## config.mk

```make
export PLATFORM = sky130hd
export DESIGN_NAME = ipu_input
export DESIGN_NICKNAME = d
export VERILOG_FILES = /design/src/rtl/ipu_input.sv
export SDC_FILE = /design/constraint.sdc
export NUM_CORES = 1
export LEC_CHECK = 0
export CAP_MARGIN = 20
export CORE_MARGIN = 4
export CORE_UTILIZATION = 24
export CTS_CLUSTER_DIAMETER = 60
export CTS_CLUSTER_SIZE = 25
export DETAILED_ROUTE_END_ITERATION = 10
export PLACE_DENSITY_LB_ADDON = 0.12
export SLEW_MARGIN = 0
export SYNTH_ARGS = -nofsm -noshare
export SYNTH_HDL_FRONTEND = slang
export SYNTH_SLANG_ARGS = --single-unit
```

## constraint.sdc

```tcl
create_clock -name clk -period 2.8 [get_ports clk]
set_input_delay 0.84 -clock clk [delete_from_list [all_inputs] [get_ports clk]]
set_output_delay 0.84 -clock clk [all_outputs]
set_load 0.005 [all_outputs]
```

## src/rtl/ipu_input.sv

```systemverilog
// Grid push-button input unit: synchronize, debounce, encode, interrupt.
// Optional rejected-press counter enabled by defining IPU_ERR_CNT_EN.
module ipu_input #(
    parameter int DEBOUNCE_CYCLES = 4
) (
    input  logic       clk,
    input  logic       rst,
    input  logic [8:0] btn,
    input  logic       int_ack,
    output logic [3:0] coord_out,
    output logic       write_en,
    output logic       ipu_int
`ifdef IPU_ERR_CNT_EN
    ,
    output logic [7:0] err_cnt
`endif
);

    typedef enum logic [2:0] {
        IDLE,
        DEBOUNCE,
        LATCH,
        INT,
        WAIT_RELEASE
    } state_t;

    localparam logic [7:0] CNT_MAX = 8'(DEBOUNCE_CYCLES - 1);

    state_t     state_q, state_d;
    logic [8:0] meta_q, sync;
    logic [8:0] snap_q, snap_d;
    logic [7:0] cnt_q, cnt_d;
    logic [3:0] coord_q, coord_d;

    function automatic logic [3:0] enc(input logic [8:0] v);
        logic [3:0] r;
        r = 4'd0;
        for (int i = 0; i < 9; i++) begin
            if (v[i]) r = 4'(i);
        end
        return r;
    endfunction

    function automatic logic onehot(input logic [8:0] v);
        return (v != 9'd0) && ((v & (v - 9'd1)) == 9'd0);
    endfunction

    always_ff @(posedge clk or negedge rst) begin
        if (!rst) begin
            meta_q  <= 9'd0;
            sync    <= 9'd0;
            state_q <= IDLE;
            snap_q  <= 9'd0;
            cnt_q   <= 8'd0;
            coord_q <= 4'd0;
        end else begin
            meta_q  <= btn;
            sync    <= meta_q;
            state_q <= state_d;
            snap_q  <= snap_d;
            cnt_q   <= cnt_d;
            coord_q <= coord_d;
        end
    end

    always_comb begin
        state_d = state_q;
        snap_d  = snap_q;
        cnt_d   = cnt_q;
        coord_d = coord_q;
        unique case (state_q)
            IDLE: begin
                if (sync != 9'd0) begin
                    state_d = DEBOUNCE;
                    snap_d  = sync;
                    cnt_d   = 8'd0;
                end
            end
            DEBOUNCE: begin
                if (sync == 9'd0) begin
                    state_d = IDLE;
                end else if (sync != snap_q) begin
                    snap_d = sync;
                    cnt_d  = 8'd0;
                end else if (cnt_q == CNT_MAX) begin
                    cnt_d = 8'd0;
                    // multi-button chords are rejected, not encoded
                    if (onehot(snap_q)) begin
                        state_d = LATCH;
                        coord_d = enc(snap_q);
                    end else begin
                        state_d = WAIT_RELEASE;
                    end
                end else begin
                    cnt_d = cnt_q + 8'd1;
                end
            end
            LATCH: begin
                state_d = INT;
            end
            INT: begin
                if (int_ack) begin
                    state_d = WAIT_RELEASE;
                    cnt_d   = 8'd0;
                end
            end
            WAIT_RELEASE: begin
                if (sync != 9'd0) begin
                    cnt_d = 8'd0;
                end else if (cnt_q == CNT_MAX) begin
                    state_d = IDLE;
                    cnt_d   = 8'd0;
                end else begin
                    cnt_d = cnt_q + 8'd1;
                end
            end
            default: begin
                state_d = IDLE;
            end
        endcase
    end

    assign coord_out = coord_q;
    assign write_en  = (state_q == LATCH);
    assign ipu_int   = (state_q == INT);

`ifdef IPU_ERR_CNT_EN
    logic [7:0] err_q;
    logic       reject;

    assign reject = (state_q == DEBOUNCE) && (state_d == WAIT_RELEASE);

    always_ff @(posedge clk or negedge rst) begin
        if (!rst) begin
            err_q <= 8'd0;
        end else if (reject && (err_q != 8'hFF)) begin
            err_q <= err_q + 8'd1;
        end
    end

    assign err_cnt = err_q;
`endif

endmodule

```

==> metrics.txt, run 1 <==
Leak 1.01 nW; antenna fix cells 0; H-tree depth 2; Detail Route Antenna Nets 0; number of port buffers 17; final-layout setup total negative slack 0 ns; result of the run finished clean; final setup violation count 0; die area 9940 um2; number of cells in the design after placement 310; number of antenna violations at the first check in global routing 0; launch instance of the worst min-delay path meta_q[1]; maximum number of pins on one net before global-route repair 26; number of slew-limit violations in the final report 0; number of clock buffers inserted by TritonCTS 5; Post-DP HPWL 3200 um; final period demand of the worst path 2.53 ns; Internal 1.16 mW; violation count after the first detailed-route iteration 41; mapped cell area 2020 um2; wire length of the first global-routing pass 7470 um; post-DR vias/cell 4.56; Clock Root Buffer sky130_fd_sc_hd__clkbuf_8; filler-free cell count of the finished design 318; total number of yosys warnings 0; footprint of the flip-flops and latches 1050 um2; worst hold slack 0.351 ns; main flop type after synthesis sky130_fd_sc_hd__dfrtp_1; Layout Area Growth over Synthesis 20.2%; pre-CTS setup slack 0.360 ns; post-synthesis sequential element count 42; clock insertion delay at the later pin of the skew report 0.29 ns; nets@finish 225; sequential cell area fraction in the yosys report 52.1%; synthesized netlist net count 203; worst clock skew 0.00362 ns; end point of the most critical hold path sync[1]; crit-path max FO 11; gr usage total 9.46%; CP required 1.96 ns; routed via count 1451; via count of the first global-routing pass 1468; cts-stage hold buffer count 0; Max-slew headroom 60.5%; maxcap violations 0; Die Width 99.7 um; Starting Density 24.6%; Resize count post-CTS 0; proportion of total power due to net switching 34.9%; GPL Wtd Cong 0.790; 1st-pass router iterations 4; count of final hold-check violations 0; Pwr per Cell Area 733 nW/um2; number of standard cells after synthesis 190; reg-to-reg critical path startpoint cnt_q[0]; Final WS setup 0.272 ns; actual slew at the worst max-slew pin 0.587 ns; share of the core filled with cells in the final layout 29.5%; footprint of the multi-input gates 901 um2; Reg clk slew, reported paths 0.08 ns; number of remaining DRC errors 0; vertical die dimension 99.7 um; Post-synth EDFFs 0; min-delay worst type reg2reg; placement row count 33; VDD IR max 0.307 mV; CTS Buffer Depth 2; setup repair after global routing missed its margin no; number of ports placed on the die boundary 18; highest clock frequency the design can meet 396 MHz; period utilisation layout 90.3%; number of buffers inserted by post-CTS setup repair 0; critical path type reg2out; hold path cells 0; startpoint types register; portion of total power attributed to sequential cells 47.8%; synthesized area divided by synthesized cell count 10.6 um2; worst reg2reg path endpoint state_q[2]; R2R Setup Slk 0.43 ns; Total Routed Length 4260 um; fraction of final layout cells with drive strength greater than 1 16.9%; data arrival time of the critical path 1.69 ns; # clock sinks 42; routed wirelength normalized by instance count 13.4 um; Remaining Overflow, GRT 0; fraction of synthesis flops using an asynchronous set or reset pin 100%; share of power burned in the clock network 23.5%; R2R depth 6; worst setup path start state_q[0]; type of element capturing the critical path output pin; CTS tree done; number of distinct library cells after synthesis 47; Switching Power 0.620 mW; Comb pwr share 28.7%; filler cell count 869; Core Footprint 8220 um2
==> synthesized netlist by cell type, types with 2 or more instances <==
library cell                n  area, um2
sky130_fd_sc_hd__nand2_1   17       63.8
sky130_fd_sc_hd__nor2_1    14       52.6
sky130_fd_sc_hd__a211oi_1   4       30.0
sky130_fd_sc_hd__mux2_2    13        146
sky130_fd_sc_hd__or3_1      3       18.8
sky130_fd_sc_hd__nor3_1     5       25.0
sky130_fd_sc_hd__nor3b_1    2       15.0
sky130_fd_sc_hd__a21oi_1    5       25.0
sky130_fd_sc_hd__xnor2_1    9       78.8
sky130_fd_sc_hd__o21ai_0    9       45.0
sky130_fd_sc_hd__or2_2      3       18.8
sky130_fd_sc_hd__nor4_1     4       25.0
sky130_fd_sc_hd__buf_2      2       10.0
sky130_fd_sc_hd__o221ai_1   2       17.5
sky130_fd_sc_hd__nand3_1    7       35.0
sky130_fd_sc_hd__o21bai_1   2       15.0
sky130_fd_sc_hd__inv_1      8       30.0
sky130_fd_sc_hd__dfrtp_1   42       1050
sky130_fd_sc_hd__a21o_1     2       15.0
sky130_fd_sc_hd__clkbuf_1   7       26.3
sky130_fd_sc_hd__o211ai_1   4       30.0
==> layout make-up <==
type,instances,share of cell area (%)
sequential,42,43.3
multi-input combinational,131,37.1
timing repair buffer,24,8.97
tap,105,5.42
clock buffer,7,3.56
inverter,8,1.24
clock inverter,1,0.361
==> logic make-up (layout without fill, tap and decap cells) <==
kind of cell             Yosys count  after routing  share of synthesized area, %
adder cells (fa/ha/maj)            1              1                         0.620
flip-flops                        42             42                          52.1
AO/OA/AOI/OAI                     41             41                          14.6
AND/OR/NAND/NOR                   65             65                          17.4
buffers and inverters             17             40                          3.29
multiplexers                      14             14                          7.75
XOR/XNOR                          10             10                          4.34
==> through the flow <==
step,instance area [um2],power [mW]
after floorplan,2020,1.23
after global placement,2330,1.38
after detailed placement,2330,1.38
after CTS,2430,1.81
after global routing,2430,1.92
final,2430,1.78
==> cell usage in the layout (no fill, tap or decap), types with 2 or more instances in the layout <==
master / n
sky130_fd_sc_hd__o211ai_1: 4
sky130_fd_sc_hd__nor4_1: 4
sky130_fd_sc_hd__clkdlybuf4s50_1: 16
sky130_fd_sc_hd__nor2_1: 14
sky130_fd_sc_hd__a211oi_1: 4
sky130_fd_sc_hd__nor3b_1: 2
sky130_fd_sc_hd__o21bai_1: 2
sky130_fd_sc_hd__nand3_1: 7
sky130_fd_sc_hd__buf_4: 7
sky130_fd_sc_hd__a21o_1: 2
sky130_fd_sc_hd__xnor2_1: 9
sky130_fd_sc_hd__mux2_2: 13
sky130_fd_sc_hd__o221ai_1: 2
sky130_fd_sc_hd__or3_1: 3
sky130_fd_sc_hd__or2_2: 3
sky130_fd_sc_hd__nor3_1: 5
sky130_fd_sc_hd__clkbuf_8: 6
sky130_fd_sc_hd__a21oi_1: 5
sky130_fd_sc_hd__dfrtp_1: 42
sky130_fd_sc_hd__inv_1: 8
sky130_fd_sc_hd__o21ai_0: 9
sky130_fd_sc_hd__nand2_1: 17
==> sequential cells by signal, summed over array words and instances (netlist names) <==
name       count
cnt_q          8
state_q        3
sync           9
snap_q         9
meta_q         9
coord_out      4
==> critical path, stage by stage (launching register included) <==
cell	delay (ns)
sky130_fd_sc_hd__dfrtp_1	0.55
sky130_fd_sc_hd__inv_1	0.11
sky130_fd_sc_hd__nor3_1	0.20
sky130_fd_sc_hd__clkdlybuf4s50_1	0.53
==> per-layer routing <==
metal	up-vias	track usage [%]	part of all wire (%)
met2	14	14.6	47
met1	715	12.9	49
met4	0	3.15	1.0
li1	717	-	-
met5	-	0	0
met3	5	2.45	3.1
==> worst max path at each step <==
stage / to / slack (ns) / cells past startpoint
global placement: coord_out[0] / 0.37 / 5
CTS: write_en / 0.26 / 3
detailed placement: state_q[2] / 0.36 / 7
finish: ipu_int / 0.27 / 3
global route: ipu_int / 0.14 / 3
floorplan: coord_out[0] / 0.58 / 6
==> power by group through the flow <==
stage / combinational, mW / clock [mW] / sequential, mW
finish: 0.511 / 0.417 / 0.850
global route: 0.576 / 0.466 / 0.873
CTS: 0.519 / 0.440 / 0.849
detailed placement: 0.518 / 0 / 0.862
global placement: 0.519 / 0 / 0.862
floorplan: 0.480 / 0 / 0.747
Note: power is estimated with default switching activity, not from simulation.
==> run 2: changes to the inputs <==
REMOVE_ABC_BUFFERS = 1   (was not set)
==> metrics.txt, run 2 (synthesized netlist as in run 1, its figures left out) <==
post-DR vias/cell 4.53 (-0.76%); nets@finish 225 (unchanged); Detail Route Antenna Nets 0 (unchanged); GPL Wtd Cong 0.776 (-1.8%); Tot Pwr 1.79 mW (+0.65%); number of clock buffers inserted by TritonCTS 5 (unchanged); routed via count 1440 (-0.76%); filler-free cell count of the finished design 318 (unchanged); number of cells in the design after placement 310 (unchanged); Clock Root Buffer sky130_fd_sc_hd__clkbuf_8; footprint of the multi-input gates 901 um2 (unchanged); number of antenna violations at the first check in global routing 0 (unchanged); period utilisation layout 90.7% (+0.38 points); Final WS setup 0.261 ns (-0.0106 ns); number of ports placed on the die boundary 18 (unchanged); final period demand of the worst path 2.54 ns (+0.0106 ns); registers with the most flip-flops meta_q (9), snap_q (9), sync (9); actual slew at the worst max-slew pin 0.586 ns (-0.000768 ns); cts-stage hold buffer count 0 (unchanged); Total Routed Length 4460 um (+4.8%); number of remaining DRC errors 0 (unchanged); clock insertion delay at the later pin of the skew report 0.30 ns (about the same); share of the core filled with cells in the final layout 29.5% (unchanged); crit-path max FO 8 (-3); maxcap violations 0 (unchanged); number of port buffers 17 (unchanged); Remaining Overflow, GRT 0 (unchanged); Most Used Layer, Global Route met2; setup repair after global routing missed its margin no; 1st-pass router iterations 4 (unchanged); wire length of the first global-routing pass 7690 um (+2.9%); filler cell count 861 (-0.92%); worst clock skew 0.00662 ns (+0.00300 ns); Pwr per Cell Area 737 nW/um2 (+0.65%); R2R depth 5 (-1); worst hold slack 0.351 ns (-0.000403 ns); routed wirelength normalized by instance count 14.0 um (+4.8%); number of buffers inserted by post-CTS setup repair 0 (unchanged); commonest cells after routing, fill and taps aside sky130_fd_sc_hd__dfrtp_1, sky130_fd_sc_hd__nand2_1, sky130_fd_sc_hd__clkdlybuf4s50_1; via count of the first global-routing pass 1498 (+2.0%); data arrival time of the critical path 1.70 ns (about the same); Reg clk slew, reported paths 0.08 ns (about the same); Starting Density 24.6% (unchanged); Core Footprint 8220 um2 (unchanged); pre-CTS setup slack 0.378 ns (+0.0174 ns); met3 Track Usage GR 2.17% (-0.28 points); post-route standard cell area excluding fillers 2430 um2 (unchanged); fraction of final layout cells with drive strength greater than 1 16.9% (unchanged); type of element capturing the critical path output pin; VDD IR max 0.254 mV (-17%); placement row count 33 (unchanged); startpoint types register; final setup violation count 0 (unchanged); Resize count post-CTS 0 (unchanged); # clock sinks 42 (unchanged); gr usage total 9.73% (+0.27 points); H-tree depth 2 (unchanged); violation count after the first detailed-route iteration 54 (+32%); CP required 1.96 ns (about the same); vertical die dimension 99.7 um (unchanged); critical path type reg2out; highest clock frequency the design can meet 394 MHz (-0.42%); commonest non-fill, non-tap cell in the layout sky130_fd_sc_hd__dfrtp_1; final-layout setup total negative slack 0 ns (unchanged); number of slew-limit violations in the final report 0 (unchanged); Die Width 99.7 um (unchanged); Post-DP HPWL 3300 um (+3.1%); CTS Buffer Depth 2 (unchanged); footprint of the flip-flops and latches 1050 um2 (unchanged); met2 track utilization from global routing 15.7% (+1.1 points); CTS tree done; hold path cells 0 (unchanged); min-delay worst type reg2reg; Layout Area Growth over Synthesis 20.2% (unchanged); maximum number of pins on one net before global-route repair 22 (-15%); Max-slew headroom 60.5% (about the same); Leak 1.01 nW (unchanged); antenna fix cells 0 (unchanged); met1 demand-to-capacity share in global routing 13.2% (+0.28 points); count of final hold-check violations 0 (unchanged); die area 9940 um2 (unchanged); total cell area at the placement stage 2330 um2 (unchanged); result of the run finished clean
==> run 2: final timing paths <==
kind | from | to | slack, ns
worst max-delay path | state_q[1] | write_en | 0.26
worst min-delay path | meta_q[5] | sync[5] | 0.35
worst max register to register | cnt_q[0] | coord_out[1] | 0.38
worst min register to register | meta_q[5] | sync[5] | 0.35
max in group asynchronous | rst | coord_out[0] | 1.77
min in group asynchronous | rst | cnt_q[5] | 0.48
==> run 2: worst max-delay path, cell delays in order, from the launching register on <==
cell,delay [ns]
sky130_fd_sc_hd__dfrtp_1,0.52
sky130_fd_sc_hd__inv_1,0.13
sky130_fd_sc_hd__nor3_1,0.21
sky130_fd_sc_hd__clkdlybuf4s50_1,0.54
==> run 2: layout make-up <==
class / count / share of cell area (%)
clock buffer: 7 / 3.56
clock inverter: 1 / 0.361
inverter: 8 / 1.24
multi-input combinational: 131 / 37.1
sequential: 42 / 43.3
tap: 105 / 5.42
timing repair buffer: 24 / 8.97
==> run 2: power by group <==
part           total, mW  internal [mW]  switching (mW)
registers          0.851          0.687           0.164
clock network      0.424          0.204           0.220
logic              0.514          0.266           0.248
==> run 2: routing by layer <==
layer | part of all wire, % | up-vias
li1 | - | 722
met2 | 46 | 21
met4 | 0.52 | 0
met1 | 51 | 693
met3 | 3.1 | 4
met5 | 0 | -
